### src/rtl/mem_stage_pkg.sv
// Shared types and constants for the memory-access stage.
package mem_stage_pkg;

  typedef enum logic [1:0] {
    IDLE = 2'd0,
    WAIT = 2'd1,
    DONE = 2'd2
  } state_t;

  localparam logic [2:0] F3_B  = 3'b000;
  localparam logic [2:0] F3_H  = 3'b001;
  localparam logic [2:0] F3_W  = 3'b010;
  localparam logic [2:0] F3_BU = 3'b100;
  localparam logic [2:0] F3_HU = 3'b101;

  localparam logic [1:0] RESULT_SRC_MEM = 2'b01;

endpackage

### src/rtl/mem_lane_align.sv
// Byte-lane steering for stores, load extraction/extension and fault decode.
module mem_lane_align
  import mem_stage_pkg::*;
(
  input  logic        i_is_load,
  input  logic        i_is_store,
  input  logic [2:0]  i_funct3,
  input  logic [1:0]  i_off,
  input  logic [31:0] i_wdata,
  output logic [3:0]  o_be,
  output logic [31:0] o_wdata,
  output logic        o_fault,
  input  logic [2:0]  i_ld_funct3,
  input  logic [1:0]  i_ld_off,
  input  logic [31:0] i_rdata,
  output logic [31:0] o_rdata
);

  logic        w_legal;
  logic [7:0]  w_byte;
  logic [15:0] w_half;

  // Legal funct3 set depends on direction; size alignment from funct3[1:0]
  always_comb begin
    w_legal = 1'b0;
    if (i_is_store) begin
      case (i_funct3)
        F3_B, F3_H, F3_W: w_legal = 1'b1;
        default:          w_legal = 1'b0;
      endcase
    end else if (i_is_load) begin
      case (i_funct3)
        F3_B, F3_H, F3_W, F3_BU, F3_HU: w_legal = 1'b1;
        default:                        w_legal = 1'b0;
      endcase
    end
    o_fault = (i_is_store | i_is_load) &
              (~w_legal |
               ((i_funct3[1:0] == 2'b01) & i_off[0]) |
               ((i_funct3[1:0] == 2'b10) & (i_off != 2'b00)));
  end

  // Store lane replication and byte enables
  always_comb begin
    o_be    = 4'b1111;
    o_wdata = i_wdata;
    case (i_funct3[1:0])
      2'b00: begin
        o_be    = 4'b0001 << i_off;
        o_wdata = {4{i_wdata[7:0]}};
      end
      2'b01: begin
        o_be    = i_off[1] ? 4'b1100 : 4'b0011;
        o_wdata = {2{i_wdata[15:0]}};
      end
      default: begin
        o_be    = 4'b1111;
        o_wdata = i_wdata;
      end
    endcase
  end

  // Load lane selection and sign/zero extension
  always_comb begin
    case (i_ld_off)
      2'd0:    w_byte = i_rdata[7:0];
      2'd1:    w_byte = i_rdata[15:8];
      2'd2:    w_byte = i_rdata[23:16];
      default: w_byte = i_rdata[31:24];
    endcase
    w_half = i_ld_off[1] ? i_rdata[31:16] : i_rdata[15:0];
    case (i_ld_funct3)
      F3_B:    o_rdata = {{24{w_byte[7]}}, w_byte};
      F3_BU:   o_rdata = {24'd0, w_byte};
      F3_H:    o_rdata = {{16{w_half[15]}}, w_half};
      F3_HU:   o_rdata = {16'd0, w_half};
      default: o_rdata = i_rdata;
    endcase
  end

endmodule

### src/rtl/mem_access_stage.sv
// Memory-stage load/store unit: bus handshake, timeout and pipeline stall.
module mem_access_stage
  import mem_stage_pkg::*;
#(
  parameter int unsigned TIMEOUT_CYCLES = 16,
  parameter int unsigned ADDR_W         = 32
) (
  input  logic              clk,
  input  logic              rst_n,
  input  logic [ADDR_W-1:0] ALUResultM,
  input  logic [31:0]       WriteDataM,
  input  logic              MemWriteM,
  input  logic [1:0]        ResultSrcM,
  input  logic [2:0]        funct3M,
  output logic [31:0]       ReadDataM,
  output logic              StallM,
  output logic              misaligned,
  output logic              bus_err,
  output logic              mem_req,
  output logic              mem_we,
  output logic [ADDR_W-1:0] mem_addr,
  output logic [3:0]        mem_be,
  output logic [31:0]       mem_wdata,
  input  logic              mem_ready,
  input  logic [31:0]       mem_rdata
);

  localparam int unsigned CNT_W = (TIMEOUT_CYCLES > 1) ? $clog2(TIMEOUT_CYCLES) : 1;
  localparam logic [CNT_W-1:0] CNT_MAX = CNT_W'(TIMEOUT_CYCLES - 1);

  state_t              r_state;
  state_t              w_state_next;
  logic [CNT_W-1:0]    r_cnt;
  logic                r_req;
  logic                r_we;
  logic [ADDR_W-1:0]   r_addr;
  logic [3:0]          r_be;
  logic [31:0]         r_wdata;
  logic [31:0]         r_rdata;
  logic                r_bus_err;
  logic [2:0]          r_f3;
  logic [1:0]          r_off;

  logic                w_store;
  logic                w_load;
  logic                w_fault;
  logic                w_start;
  logic                w_timeout;
  logic [3:0]          w_be;
  logic [31:0]         w_wdata;
  logic [31:0]         w_rdata_ext;

  assign w_store = MemWriteM;
  assign w_load  = (ResultSrcM == RESULT_SRC_MEM) & ~MemWriteM;

  mem_lane_align u_align (
    .i_is_load   (w_load),
    .i_is_store  (w_store),
    .i_funct3    (funct3M),
    .i_off       (ALUResultM[1:0]),
    .i_wdata     (WriteDataM),
    .o_be        (w_be),
    .o_wdata     (w_wdata),
    .o_fault     (w_fault),
    .i_ld_funct3 (r_f3),
    .i_ld_off    (r_off),
    .i_rdata     (mem_rdata),
    .o_rdata     (w_rdata_ext)
  );

  // State register
  always_ff @(posedge clk or negedge rst_n) begin
    if (!rst_n) r_state <= IDLE;
    else        r_state <= w_state_next;
  end

  // Next-state decode plus combinational stall/fault outputs
  always_comb begin
    w_state_next = r_state;
    StallM       = 1'b0;
    misaligned   = 1'b0;
    w_start      = 1'b0;
    w_timeout    = 1'b0;
    case (r_state)
      IDLE: begin
        if (w_store | w_load) begin
          if (w_fault) begin
            misaligned = 1'b1;
          end else begin
            StallM       = 1'b1;
            w_start      = 1'b1;
            w_state_next = WAIT;
          end
        end
      end
      WAIT: begin
        StallM = 1'b1;
        if (mem_ready) begin
          w_state_next = DONE;
        end else if (r_cnt == CNT_MAX) begin
          w_timeout    = 1'b1;
          w_state_next = DONE;
        end
      end
      DONE:    w_state_next = IDLE;
      default: w_state_next = IDLE;
    endcase
  end

  // Bus registers, wait counter, load result and error pulse
  always_ff @(posedge clk or negedge rst_n) begin
    if (!rst_n) begin
      r_cnt     <= '0;
      r_req     <= 1'b0;
      r_we      <= 1'b0;
      r_addr    <= '0;
      r_be      <= '0;
      r_wdata   <= '0;
      r_rdata   <= '0;
      r_bus_err <= 1'b0;
      r_f3      <= '0;
      r_off     <= '0;
    end else begin
      r_bus_err <= 1'b0;
      case (r_state)
        IDLE: begin
          r_cnt <= '0;
          if (w_start) begin
            r_req   <= 1'b1;
            r_we    <= w_store;
            r_addr  <= {ALUResultM[ADDR_W-1:2], 2'b00};
            r_be    <= w_be;
            r_wdata <= w_wdata;
            r_f3    <= funct3M;
            r_off   <= ALUResultM[1:0];
          end else if (misaligned) begin
            r_rdata <= '0;
          end
        end
        WAIT: begin
          if (mem_ready) begin
            r_req <= 1'b0;
            r_we  <= 1'b0;
            if (!r_we) r_rdata <= w_rdata_ext;
          end else if (w_timeout) begin
            r_req     <= 1'b0;
            r_we      <= 1'b0;
            r_bus_err <= 1'b1;
            r_rdata   <= '0;
          end else begin
            r_cnt <= r_cnt + CNT_W'(1);
          end
        end
        default: r_cnt <= '0;
      endcase
    end
  end

  assign ReadDataM = r_rdata;
  assign bus_err   = r_bus_err;
  assign mem_req   = r_req;
  assign mem_we    = r_we;
  assign mem_addr  = r_addr;
  assign mem_be    = r_be;
  assign mem_wdata = r_wdata;

endmodule
### config.mk
export PLATFORM = sky130hd
export DESIGN_NAME = mem_access_stage
export DESIGN_NICKNAME = d
export VERILOG_FILES = /design/src/rtl/mem_stage_pkg.sv /design/src/rtl/mem_lane_align.sv /design/src/rtl/mem_access_stage.sv
export SDC_FILE = /design/constraint.sdc
export NUM_CORES = 1
export LEC_CHECK = 0
export BUFFER_PORTS_ARGS = -buffer_cell sky130_fd_sc_hd__clkbuf_2
export CAP_MARGIN = 20
export CORE_ASPECT_RATIO = 0.8
export CORE_MARGIN = 2
export CORE_UTILIZATION = 29
export DETAILED_ROUTE_END_ITERATION = 12
export GPL_TIMING_DRIVEN = 0
export PLACE_DENSITY = 0.61
export SLEW_MARGIN = 20
export SYNTH_ARGS = -nofsm -noshare
export SYNTH_HDL_FRONTEND = slang
export SYNTH_SLANG_ARGS = --single-unit
### constraint.sdc
create_clock -name clk -period 2.7 [get_ports clk]
set_input_delay 0.405 -clock clk [delete_from_list [all_inputs] [get_ports clk]]
set_output_delay 0.405 -clock clk [all_outputs]
set_load 0.05 [all_outputs]
==> results of run 1 <==
[flip-flops by register name, indices dropped and copies added (netlist names)]
register / flops
ReadDataM: 32
mem_wdata: 32
mem_addr: 30
mem_be: 4
r_cnt: 4
r_f3: 3
r_off: 2
r_state: 2
bus_err: 1
mem_req: 1
mem_we: 1
[final cells by class]
class / count / area, µm²
multi-input combinational: 322 / 2370
fill: 1855 / 11100
buffer: 38 / 213
clock inverter: 6 / 67.6
timing repair buffer: 209 / 1080
clock buffer: 10 / 239
inverter: 10 / 37.5
sequential: 112 / 2800
tap: 253 / 317
[cells in the mapped netlist (all sizes together) (2+ instances only)]
library cell  number  area [µm²]
buf               26         168
or2                3        18.8
and2               7        43.8
nand4              2        12.5
a211oi            24         180
o2bb2ai            3        32.5
dfrtp            112        2800
o32ai              7        61.3
a222oi             7        70.1
nor3               3        15.0
nor2b             10        62.6
a21oi             32         164
clkbuf            12        45.0
nor2              25        93.8
o21ai             43         215
nand2             39         146
mux2              73         822
inv               10        37.5
nand2b             3        18.8
mux2i             25         250
[where the power goes]
group / switching (mW) / total, mW / internal (mW)
sequential: 0.260 / 2.39 / 2.13
clock: 0.679 / 1.36 / 0.686
combinational: 2.48 / 3.37 / 0.891
total: 3.42 / 7.12 / 3.70
[stage by stage]
stage | cells | worst slack, ps
after floorplan | 482 | 530
after global placement | 942 | -568
after detailed placement | 943 | 596
after CTS | 960 | 583
after global routing | 960 | 455
final | 960 | 596
[worst min-delay path by stage]
| stage | to | slack, ps | from | depth (start not counted) |
|---|---|---|---|---|
| after floorplan | ReadDataM[0] | 110 | rst_n | 0 |
| after global placement | mem_wdata[31] | 460 | mem_wdata[31] | 2 |
| after detailed placement | ReadDataM[1] | 390 | rst_n | 1 |
| after CTS | mem_addr[19] | 250 | ALUResultM[19] | 2 |
| after global routing | mem_addr[19] | 250 | ALUResultM[19] | 2 |
| final | mem_addr[19] | 260 | ALUResultM[19] | 2 |
[worst max-delay path, delay by kind of cell (launching register included)]
family / cells / cell delay (ps)
AO/OA/AOI/OAI: 2 / 480
flip-flops: 1 / 400
buffers and inverters: 1 / 220
multiplexers: 1 / 340
AND/OR/NAND/NOR: 1 / 300
adder cells (fa/ha/maj): 1 / 250
[metal layers]
layer / vias to the layer above / global-route usage, %
li1: 2169 / -
met1: 2197 / 22.2
met2: 214 / 27.3
met3: 11 / 5.43
met4: 0 / 3.45
met5: - / 0
[cell usage in the layout, fill, tap and decap left out, types with 5 or more instances in the layout]
master / Yosys / layout
o21ai_0: 43 / 43
nor2b_1: 10 / 10
a21oi_1: 31 / 31
nand2_1: 39 / 39
nor2_1: 25 / 25
a222oi_1: 7 / 7
clkbuf_16: 0 / 9
clkbuf_2: 0 / 206
mux2_2: 57 / 57
and2_1: 7 / 7
mux2_1: 16 / 16
clkbuf_1: 12 / 12
inv_1: 10 / 10
buf_6: 5 / 5
dfrtp_1: 112 / 112
mux2i_1: 25 / 25
o32ai_1: 7 / 7
buf_2: 17 / 17
a211oi_1: 24 / 24
[cell families (layout without fill, tap and decap cells)]
family	after synthesis	count (layout)	share of synthesized area (%)
DFF	112	112	51.7
AOI/OAI and AO/OA	121	121	14.4
adders and majority gates	1	1	0.231
buffers and inverters	48	273	4.62
xor gates and xnor gates	2	2	0.323
other	1	2	0.0692
muxes	99	99	20.2
and+or+nand+nor	97	97	8.47
==> flow_summary_export.csv, run 1 <==
group,metric,value,unit
drt,vias,4591,
sta,period_share,77.9,%
synthesis,syn_inst,481,
global_routing,grt_overflow,0,
synthesis,synth.yosys.seq_area_share,51.7,%
drt,drt_first_pass_iters,7,
critical_path,worstSetupStartpoint,"r_cnt[0]",
critical_path,r2r_end,"ReadDataM[7]",
clock_network,htreeDepth,3,
sta,tns,0,ps
clock_network,cts.sinks,112,
synthesis,syn_area_per_cell,11.3,µm²
sta,hold_ws,264,ps
clock_network,ctsHoldBuffers,1,
cells_and_area,postLayoutCoreUtil,39.1,%
pwr,powerDensity,999,mW/mm²
drt,wl_per_cell,17.1,µm
pwr,p_leak,3.51,nW
cells_and_area,final_area,0.00713,mm²
synthesis,synth-seq-cells,112,
drt,drtAntennaViolNets,0,
drt,vias_per_cell,4.78,
drt,drtIter0Drc,250,
clock_network,worstSkewPairLatency,360,ps
clock_network,cts.clk_slew.worst_paths,80,ps
clock_network,cts_setup_buffers,0,
global_routing,antenna_found_initial,0,
critical_path,r2r-start,"r_cnt[0]",
critical_path,critical_path_arrival,2330,ps
sta,fmax,475,MHz
global_routing,grt_max_degree,64,
clock_network,cts_buffers,9,
clock_network,tritoncts,"yes",
placed_design,placement.cell_area,0.00681,mm²
critical_path,crit_type,"flop to flop",
pwr,power,7.12,mW
floorplan,floorplan.initialDensity,29.8,%
placed_design,io_buffers,207,
job,drv_cap,0,
clock_network,cts-root-buf,"clkbuf_16",
placed_design,hpwl,12.8,mm
drt,met1_length,7.41,mm
global_routing,grt_pass1_wl,26.0,mm
critical_path,reg2reg_slack,600,ps
cells_and_area,area_delta_synth_final,31.5,%
cells_and_area,diodes,0,
synthesis,ys.flop_type,"dfrtp_1",
sta,slew_viol_final,0,
pwr,ir_drop,588,µV
critical_path,slowest_stage,"dfrtp_1",
critical_path,critPathCapture,"ReadDataM[7]",
clock_network,cts-resized-gates,0,
critical_path,path_cells,"ha_1, a31oi_2, nor2_1, o2bb2ai_2, buf_6, mux2_2",
synthesis,synth_cell_type_count,42,
floorplan,die_y,126,µm
cells_and_area,layout-drive-gt1-share,44.4,%
drt,met3WireLength,1.52,mm
drt,drcViolationCount,0,
critical_path,critPathLaunchType,"flop",
synthesis,synth-edff-count,0,
synthesis,async_reset_ff_share,100,%
placed_design,place_congestion,0.864,
min_path,hp-class,"primary input to flop",
sta,clock_skew,20.5,ps
drt,finalWirelength,16.4,mm
drt,top_layer,"met4",
floorplan,pin_count,210,
global_routing,grt_pass1_vias,4803,
sta,slew-limit-headroom,36.4,%
floorplan,coreArea,0.0182,mm²
critical_path,cp.required,2930,ps
floorplan,rows,44,
sta,post-route-min-period,2100,ps
status,outcome,"complete, no violations",
clock_network,clockBufferDepth,2,
sta,worstMarginPinSlew,950,ps
sta,rsz0062_at_grt,"no",
cells_and_area,fin_nets,808,
synthesis,yosys_warnings,0,
sta,finalHoldViolations,0,
critical_path,critPathCaptureType,"flop",
critical_path,path_max_fanout,10,
synthesis,syn_area,0.00542,mm²
floorplan,die_area,0.0198,mm²
critical_path,max_stage_delay,400,ps
floorplan,die_width,157,µm
critical_path,r2r.worst_path.cells,6,
drt,wl_met2,7.32,mm
global_routing,grt_usage,16.9,%
sta,setup_violations,0,
Power figures use the tool's default switching activity.
==> run 2: changes to the inputs <==
--- a/config.mk
+++ b/config.mk
@@ -5,6 +5,7 @@
 export SDC_FILE = /design/constraint.sdc
 export NUM_CORES = 1
 export LEC_CHECK = 0
+export ABC_AREA = 1
 export BUFFER_PORTS_ARGS = -buffer_cell sky130_fd_sc_hd__clkbuf_2
 export CAP_MARGIN = 20
 export CORE_ASPECT_RATIO = 0.8
@@ -12,7 +13,7 @@
 export CORE_UTILIZATION = 29
 export DETAILED_ROUTE_END_ITERATION = 12
 export GPL_TIMING_DRIVEN = 0
-export PLACE_DENSITY = 0.61
+export PLACE_DENSITY = 0.63
 export SLEW_MARGIN = 20
 export SYNTH_ARGS = -nofsm -noshare
 export SYNTH_HDL_FRONTEND = slang
==> constraint.sdc (replaced) <==
create_clock -name clk -period 1.75 [get_ports clk]
set_input_delay 0.2625 -clock clk [delete_from_list [all_inputs] [get_ports clk]]
set_output_delay 0.2625 -clock clk [all_outputs]
set_load 0.05 [all_outputs]
==> run 2 against run 1 <==
  * Non-clock buffer count is 14 higher
  * Clock skew hardly changed
  * Register-to-register slack got worse by 500 ps
  * Largest power group unchanged
  * Critical path type is now flop to primary output
  * Critical endpoint is now StallM
  * Hold slack got worse by 180 ps
  * Die area down 0.97%
  * Via count is 16% higher
  * Clock-buffer cell count stayed put
==> flow_summary_export.csv, run 2 <==
group,metric,value,unit
global_routing,grt_overflow,0,
global_routing,use_met3,6.23,%
synthesis,syn_area_per_cell,7.80,µm²
synthesis,synth_most_common_cell,"nand2_1",
critical_path,cp.required,1490,ps
drt,drt_first_pass_iters,5,
global_routing,grt_util_met2,28.8,%
synthesis,synth_area_leaders,"dfrtp_1, nand2_1, o21ai_0, a21oi_1, inv_1",
sta,fmax,594,MHz
clock_network,cts.sinks,112,
min_path,hp-class,"primary input to flop",
drt,drtAntennaViolNets,0,
synthesis,synth-edff-count,0,
sta,slew-limit-headroom,65.6,%
critical_path,crit_type,"flop to primary output",
critical_path,path_max_fanout,5,
clock_network,tritoncts,"yes",
sta,slew_viol_final,0,
clock_network,cts.clk_slew.worst_paths,70,ps
placed_design,io_buffers,206,
cells_and_area,diodes,0,
synthesis,synth_cell_type_count,33,
sta,post-route-min-period,1680,ps
placed_design,post-place-ws,-443,ps
global_routing,grt_usage,18.6,%
floorplan,coreArea,0.0182,mm²
pwr,internal_power,5.48,mW
synthesis,synth-seq-cells,112,
drt,finalWirelength,17.8,mm
floorplan,die_y,126,µm
global_routing,grt_pass1_vias,5231,
floorplan,die_width,156,µm
synthesis,yosys_warnings,0,
sta,period_share,96.2,%
synthesis,synth_top_area_share,52.2,%
pwr,power,10.7,mW
global_routing,grt_pass1_wl,28.2,mm
sta,finalHoldViolations,0,
placed_design,hpwl,13.6,mm
global_routing,grt_max_degree,82,
drt,vias,5330,
floorplan,floorplan.initialDensity,29.5,%
placed_design,placement.cell_area,0.00673,mm²
cells_and_area,final_area,0.00732,mm²
status,outcome,"complete, no violations",
global_routing,globalRoute.busiestLayer,"met2",
synthesis,syn_area,0.00537,mm²
sta,setup_violations,0,
job,drv_cap,0,
pwr,ir_drop,788,µV
cells_and_area,layout-drive-gt1-share,32.6,%
critical_path,critPathLaunchType,"flop",
synthesis,synthTopCellsByCount,"nand2_1, dfrtp_1, o21ai_0",
drt,wl_per_cell,15.4,µm
clock_network,cts-root-buf,"clkbuf_16",
cells_and_area,postLayoutCoreUtil,40.3,%
global_routing,met1_usage,25.5,%
synthesis,synth.yosys.seq_area_share,52.2,%
placed_design,place_congestion,0.837,
pwr,power.switching,5.21,mW
clock_network,clockBufferDepth,2,
cells_and_area,final_common_cell,"nand2_1",
synthesis,syn_inst,688,
critical_path,critPathCaptureType,"primary output",
pwr,p_leak,4.08,nW
global_routing,antenna_found_initial,0,
pwr,pwr-share-clk,20.0,%
clock_network,cts_buffers,9,
synthesis,synth_top_cell_by_area,"dfrtp_1",
floorplan,rows,44,
clock_network,htreeDepth,3,
cells_and_area,mostFrequentLayoutCells,"nand2_1, clkbuf_2, dfrtp_1",
pwr,p_seq_share,33.6,%
floorplan,die_area,0.0196,mm²
synthesis,async_reset_ff_share,100,%
drt,vias_per_cell,4.61,
min_path,hold_start,"mem_ready",
cells_and_area,num-fill-cells,1911,
pwr,netSwitchingFraction,48.7,%
sta,worst_slack,66.6,ps
drt,drcViolationCount,0,
floorplan,pin_count,210,
pwr,powerDensity,1460,mW/mm²
drt,drtIter0Drc,259,
synthesis,ys.flop_type,"dfrtp_1",
pwr,p_comb_share,46.4,%
clock_network,worstSkewPairLatency,370,ps
cells_and_area,fin_nets,1026,
sta,worstMarginPinSlew,516,ps
sta,clock_skew,20.6,ps
critical_path,r2r-start,"r_state[1]",
critical_path,worstSetupStartpoint,"r_state[0]",
cells_and_area,area_delta_synth_final,36.3,%
critical_path,critical_path_arrival,1420,ps
## run 2: cell count changes after synthesis, sizes merged, moves of 10 or more
cell and change:
mux2 -73, o21ai +45, nand2 +268, nor2b -10, nand3 +17, mux2i -25, a21oi +18, a211oi -23
inv +18
## run 2: logic make-up after synthesis
family,share of synthesized area (%)
AO/OA/AOI/OAI,15.0
flip-flops,52.2
XOR/XNOR,0.163
AND/OR/NAND/NOR,25.9
buffers and inverters,6.46
other,0.0699
adder cells (fa/ha/maj),0.233
## run 2: path summary, 6_finish.rpt
kind | cells past startpoint | endpoint | slack [ps]
max in group asynchronous | 3 | mem_be[1] | 690
min reg2reg | 2 | ReadDataM[15] | 470
min | 2 | bus_err | 80
min in group asynchronous | 2 | ReadDataM[15] | 370
max reg2reg | 8 | ReadDataM[0] | 100
max | 5 | StallM | 70
## run 2: per-layer routing
metal / vias up / wire (µm) / part of all wire (%)
met3: 12 / 1600 / 9.0
li1: 2664 / - / -
met4: 0 / 149 / 0.84
met2: 206 / 7930 / 45
met1: 2448 / 8130 / 46
met5: - / 0 / 0
## run 2: what timing repair did
| item | 4_1_cts | 5_1_grt |
|---|---|---|
| endpoints found under the setup margin | 34 | 34 |
| gates cloned | 0 | 2 |
| hold buffers | 1 | 0 |
| endpoints found under the hold margin | 31 | 0 |
| pin swaps | 3 | 6 |
| buffers inserted | 4 | 7 |
| resized for setup | 20 | 40 |
## run 2: layout make-up
cell class / count / area [µm²] / share of cell area, %
buffer: 40 / 273 / 3.73
clock buffer: 10 / 239 / 3.27
clock inverter: 6 / 72.6 / 0.992
inverter: 29 / 119 / 1.62
multi-input combinational: 507 / 2330 / 31.9
sequential: 112 / 2800 / 38.3
tap: 230 / 288 / 3.93
timing repair buffer: 221 / 1190 / 16.3
## run 2: through the flow
stage	TNS (ps)	hold WS, ps	instances
2_1_floorplan	0	-33.1	689
3_3_place_gp	-149990	443	1125
3_5_place_dp	-5370	184	1126
4_1_cts	0	68.0	1146
5_1_grt	-1.52	76.3	1155
6_report	0	81.7	1155
## run 2: critical path, cell delays in order, from the launching register on
cell	delay [ps]
dfrtp_1	440
nor2_4	190
nand2_4	80
buf_12	140
nand2_2	70
buf_8	150
## run 2: power by group through the flow
stage	Clock, mW	Sequential [mW]	Combinational [mW]
global placement	0	3.62	4.71
finish	2.14	3.59	4.96
floorplan	0	5.65	1.40
CTS	2.22	3.59	4.82
global route	2.31	3.67	5.33
detailed placement	0	3.61	4.76
==> run 3: changes to the inputs <==
--- a/config.mk
+++ b/config.mk
@@ -5,7 +5,6 @@
 export SDC_FILE = /design/constraint.sdc
 export NUM_CORES = 1
 export LEC_CHECK = 0
-export ABC_AREA = 1
 export BUFFER_PORTS_ARGS = -buffer_cell sky130_fd_sc_hd__clkbuf_2
 export CAP_MARGIN = 20
 export CORE_ASPECT_RATIO = 0.8
@@ -13,7 +12,7 @@
 export CORE_UTILIZATION = 29
 export DETAILED_ROUTE_END_ITERATION = 12
 export GPL_TIMING_DRIVEN = 0
-export PLACE_DENSITY = 0.63
+export PLACE_DENSITY = 0.61
 export SLEW_MARGIN = 20
 export SYNTH_ARGS = -nofsm -noshare
 export SYNTH_HDL_FRONTEND = slang
==> constraint.sdc (replaced) <==
create_clock -name clk -period 2.1 [get_ports clk]
set_input_delay 0.315 -clock clk [delete_from_list [all_inputs] [get_ports clk]]
set_output_delay 0.315 -clock clk [all_outputs]
set_load 0.05 [all_outputs]
==> run 3 against run 2 <==
  * Critical path depth grew 1
  * Routed wire length shrank 7.5%
  * Clock power down 18%
  * Utilization decreased by 1.0 points
==> flow_summary_export.csv, run 3 (synthesis results as in run 1) <==
group,metric,value,unit
status,outcome,"complete, no violations",
sta,worstMarginPinSlew,949,ps
sta,setup_violations,0,
sta,post-route-min-period,1980,ps
placed_design,hpwl,12.8,mm
pwr,p_leak,3.52,nW
drt,wl_per_cell,17.2,µm
global_routing,use_met3,5.43,%
placed_design,post-place-ws,-4.00,ps
drt,vias_per_cell,4.79,
sta,worst_slack,118,ps
critical_path,critical_path_arrival,2210,ps
global_routing,antenna_found_initial,0,
sta,finalHoldViolations,0,
critical_path,path_buf_inv,1,
min_path,hp-class,"primary input to flop",
cells_and_area,layout-drive-gt1-share,44.7,%
floorplan,rows,44,
drt,drtIter0Drc,254,
cells_and_area,fin_nets,808,
placed_design,io_buffers,207,
sta,clock_skew,18.7,ps
critical_path,critPathLaunchType,"flop",
sta,hold_ws,174,ps
clock_network,cts.sinks,112,
global_routing,globalRoute.busiestLayer,"met2",
critical_path,cp_top_family,"compound AO/OA/AOI/OAI gates",
global_routing,grt_max_degree,64,
clock_network,worstSkewPairLatency,360,ps
pwr,powerDensity,1280,mW/mm²
job,drv_cap,0,
clock_network,htreeDepth,3,
floorplan,pin_count,210,
sta,slew_viol_final,0,
clock_network,cts_buffers,9,
global_routing,grt_overflow,0,
critical_path,cp.required,2330,ps
sta,rsz0062_at_grt,"no",
critical_path,path_cells,"ha_1, a31oi_2, nor2_2, o2bb2ai_4, buf_6, mux2_2",
critical_path,slowest_stage,"dfrtp_1",
placed_design,place_congestion,0.864,
clock_network,cts_setup_buffers,0,
sta,period_share,94.4,%
cells_and_area,final_common_cell,"clkbuf_2",
clock_network,tritoncts,"yes",
critical_path,max_stage_delay,400,ps
cells_and_area,num-fill-cells,1853,
cells_and_area,area_delta_synth_final,31.8,%
sta,fmax,505,MHz
cells_and_area,postLayoutCoreUtil,39.2,%
floorplan,die_y,126,µm
cells_and_area,diodes,0,
pwr,ir_drop,756,µV
drt,finalWirelength,16.5,mm
floorplan,die_width,157,µm
global_routing,grt_util_met2,27.3,%
sta,slew-limit-headroom,36.5,%
global_routing,grt_pass1_wl,26.0,mm
critical_path,critPathCaptureType,"flop",
clock_network,clockBufferDepth,2,
floorplan,floorplan.initialDensity,29.8,%
drt,drt_first_pass_iters,5,
clock_network,cts.clk_slew.worst_paths,80,ps
drt,drtAntennaViolNets,0,
drt,drcViolationCount,0,
floorplan,coreArea,0.0182,mm²
critical_path,path_max_fanout,10,
global_routing,grt_usage,16.9,%
cells_and_area,mostFrequentLayoutCells,"clkbuf_2, dfrtp_1, mux2_2",
clock_network,cts-root-buf,"clkbuf_16",
drt,vias,4602,
global_routing,grt_pass1_vias,4803,
critical_path,crit_type,"flop to flop",
floorplan,die_area,0.0198,mm²
global_routing,met1_usage,22.2,%
-- run 3: cell count changes in the layout (fill, tap and decap cells not counted), moves of 17 or more --
cell	change
a211oi_1	+23
buf_4	-18
mux2_2	+57
mux2i_1	+25
nand2_1	-253
o21ai_0	-28
o21ai_1	-17
-- run 3: power by group --
group	internal, mW	switching (mW)
Sequential	2.73	0.335
Combinational	1.15	3.19
Clock	0.882	0.874
-- run 3: layer usage --
metal,routed length (µm),up-vias,share of wire (%)
li1,-,2166,-
met1,7420,2215,45
met4,180,0,1.1
met2,7360,208,45
met5,0,-,0
met3,1520,13,9.2
-- run 3: stage by stage --
step,cells,area (µm²),power [mW],TNS [ps]
2_1_floorplan,482,5430,6.29,0
3_3_place_gp,942,6780,7.42,-119120
3_5_place_dp,943,6810,7.46,-7.43
4_1_cts,960,7130,9.26,0
5_1_grt,960,7150,9.68,0
6_report,960,7150,9.17,0
-- run 3: worst paths after layout --
kind | slack [ps] | depth (start not counted) | endpoint | start
hold reg to reg | 480 | 2 | mem_wdata[28] | mem_wdata[28]
min in group asynchronous | 480 | 2 | ReadDataM[1] | rst_n
setup reg to reg | 120 | 6 | ReadDataM[7] | r_cnt[0]
setup / recovery | 120 | 6 | ReadDataM[7] | r_cnt[0]
max in group asynchronous | 960 | 3 | mem_wdata[27] | rst_n
hold / removal | 170 | 2 | mem_addr[19] | ALUResultM[19]
-- run 3: repair_timing --
| item | CTS | global route |
|---|---|---|
| gates resized for setup | 1 | 2 |
| hold buffers | 1 | 0 |
| hold endpoints to repair | 49 | 0 |
| endpoints found under the setup margin | 23 | 29 |
-- run 3: worst reg2reg max path: stages, from the launching register on --
cell       delay, ps
dfrtp_1          400
ha_1             240
a31oi_2          190
nor2_2           270
o2bb2ai_4        220
buf_6            200
mux2_2           340
-- run 3: cell type report --
class                      count  area [µm²]  area share (%)
inverter                      10        37.5           0.525
buffer                        38         213            2.98
timing repair buffer         209        1080            15.1
tap                          253         317            4.43
sequential                   112        2800            39.2
multi-input combinational    322        2390            33.4
clock buffer                  10         239            3.34
clock inverter                 6        67.6           0.945
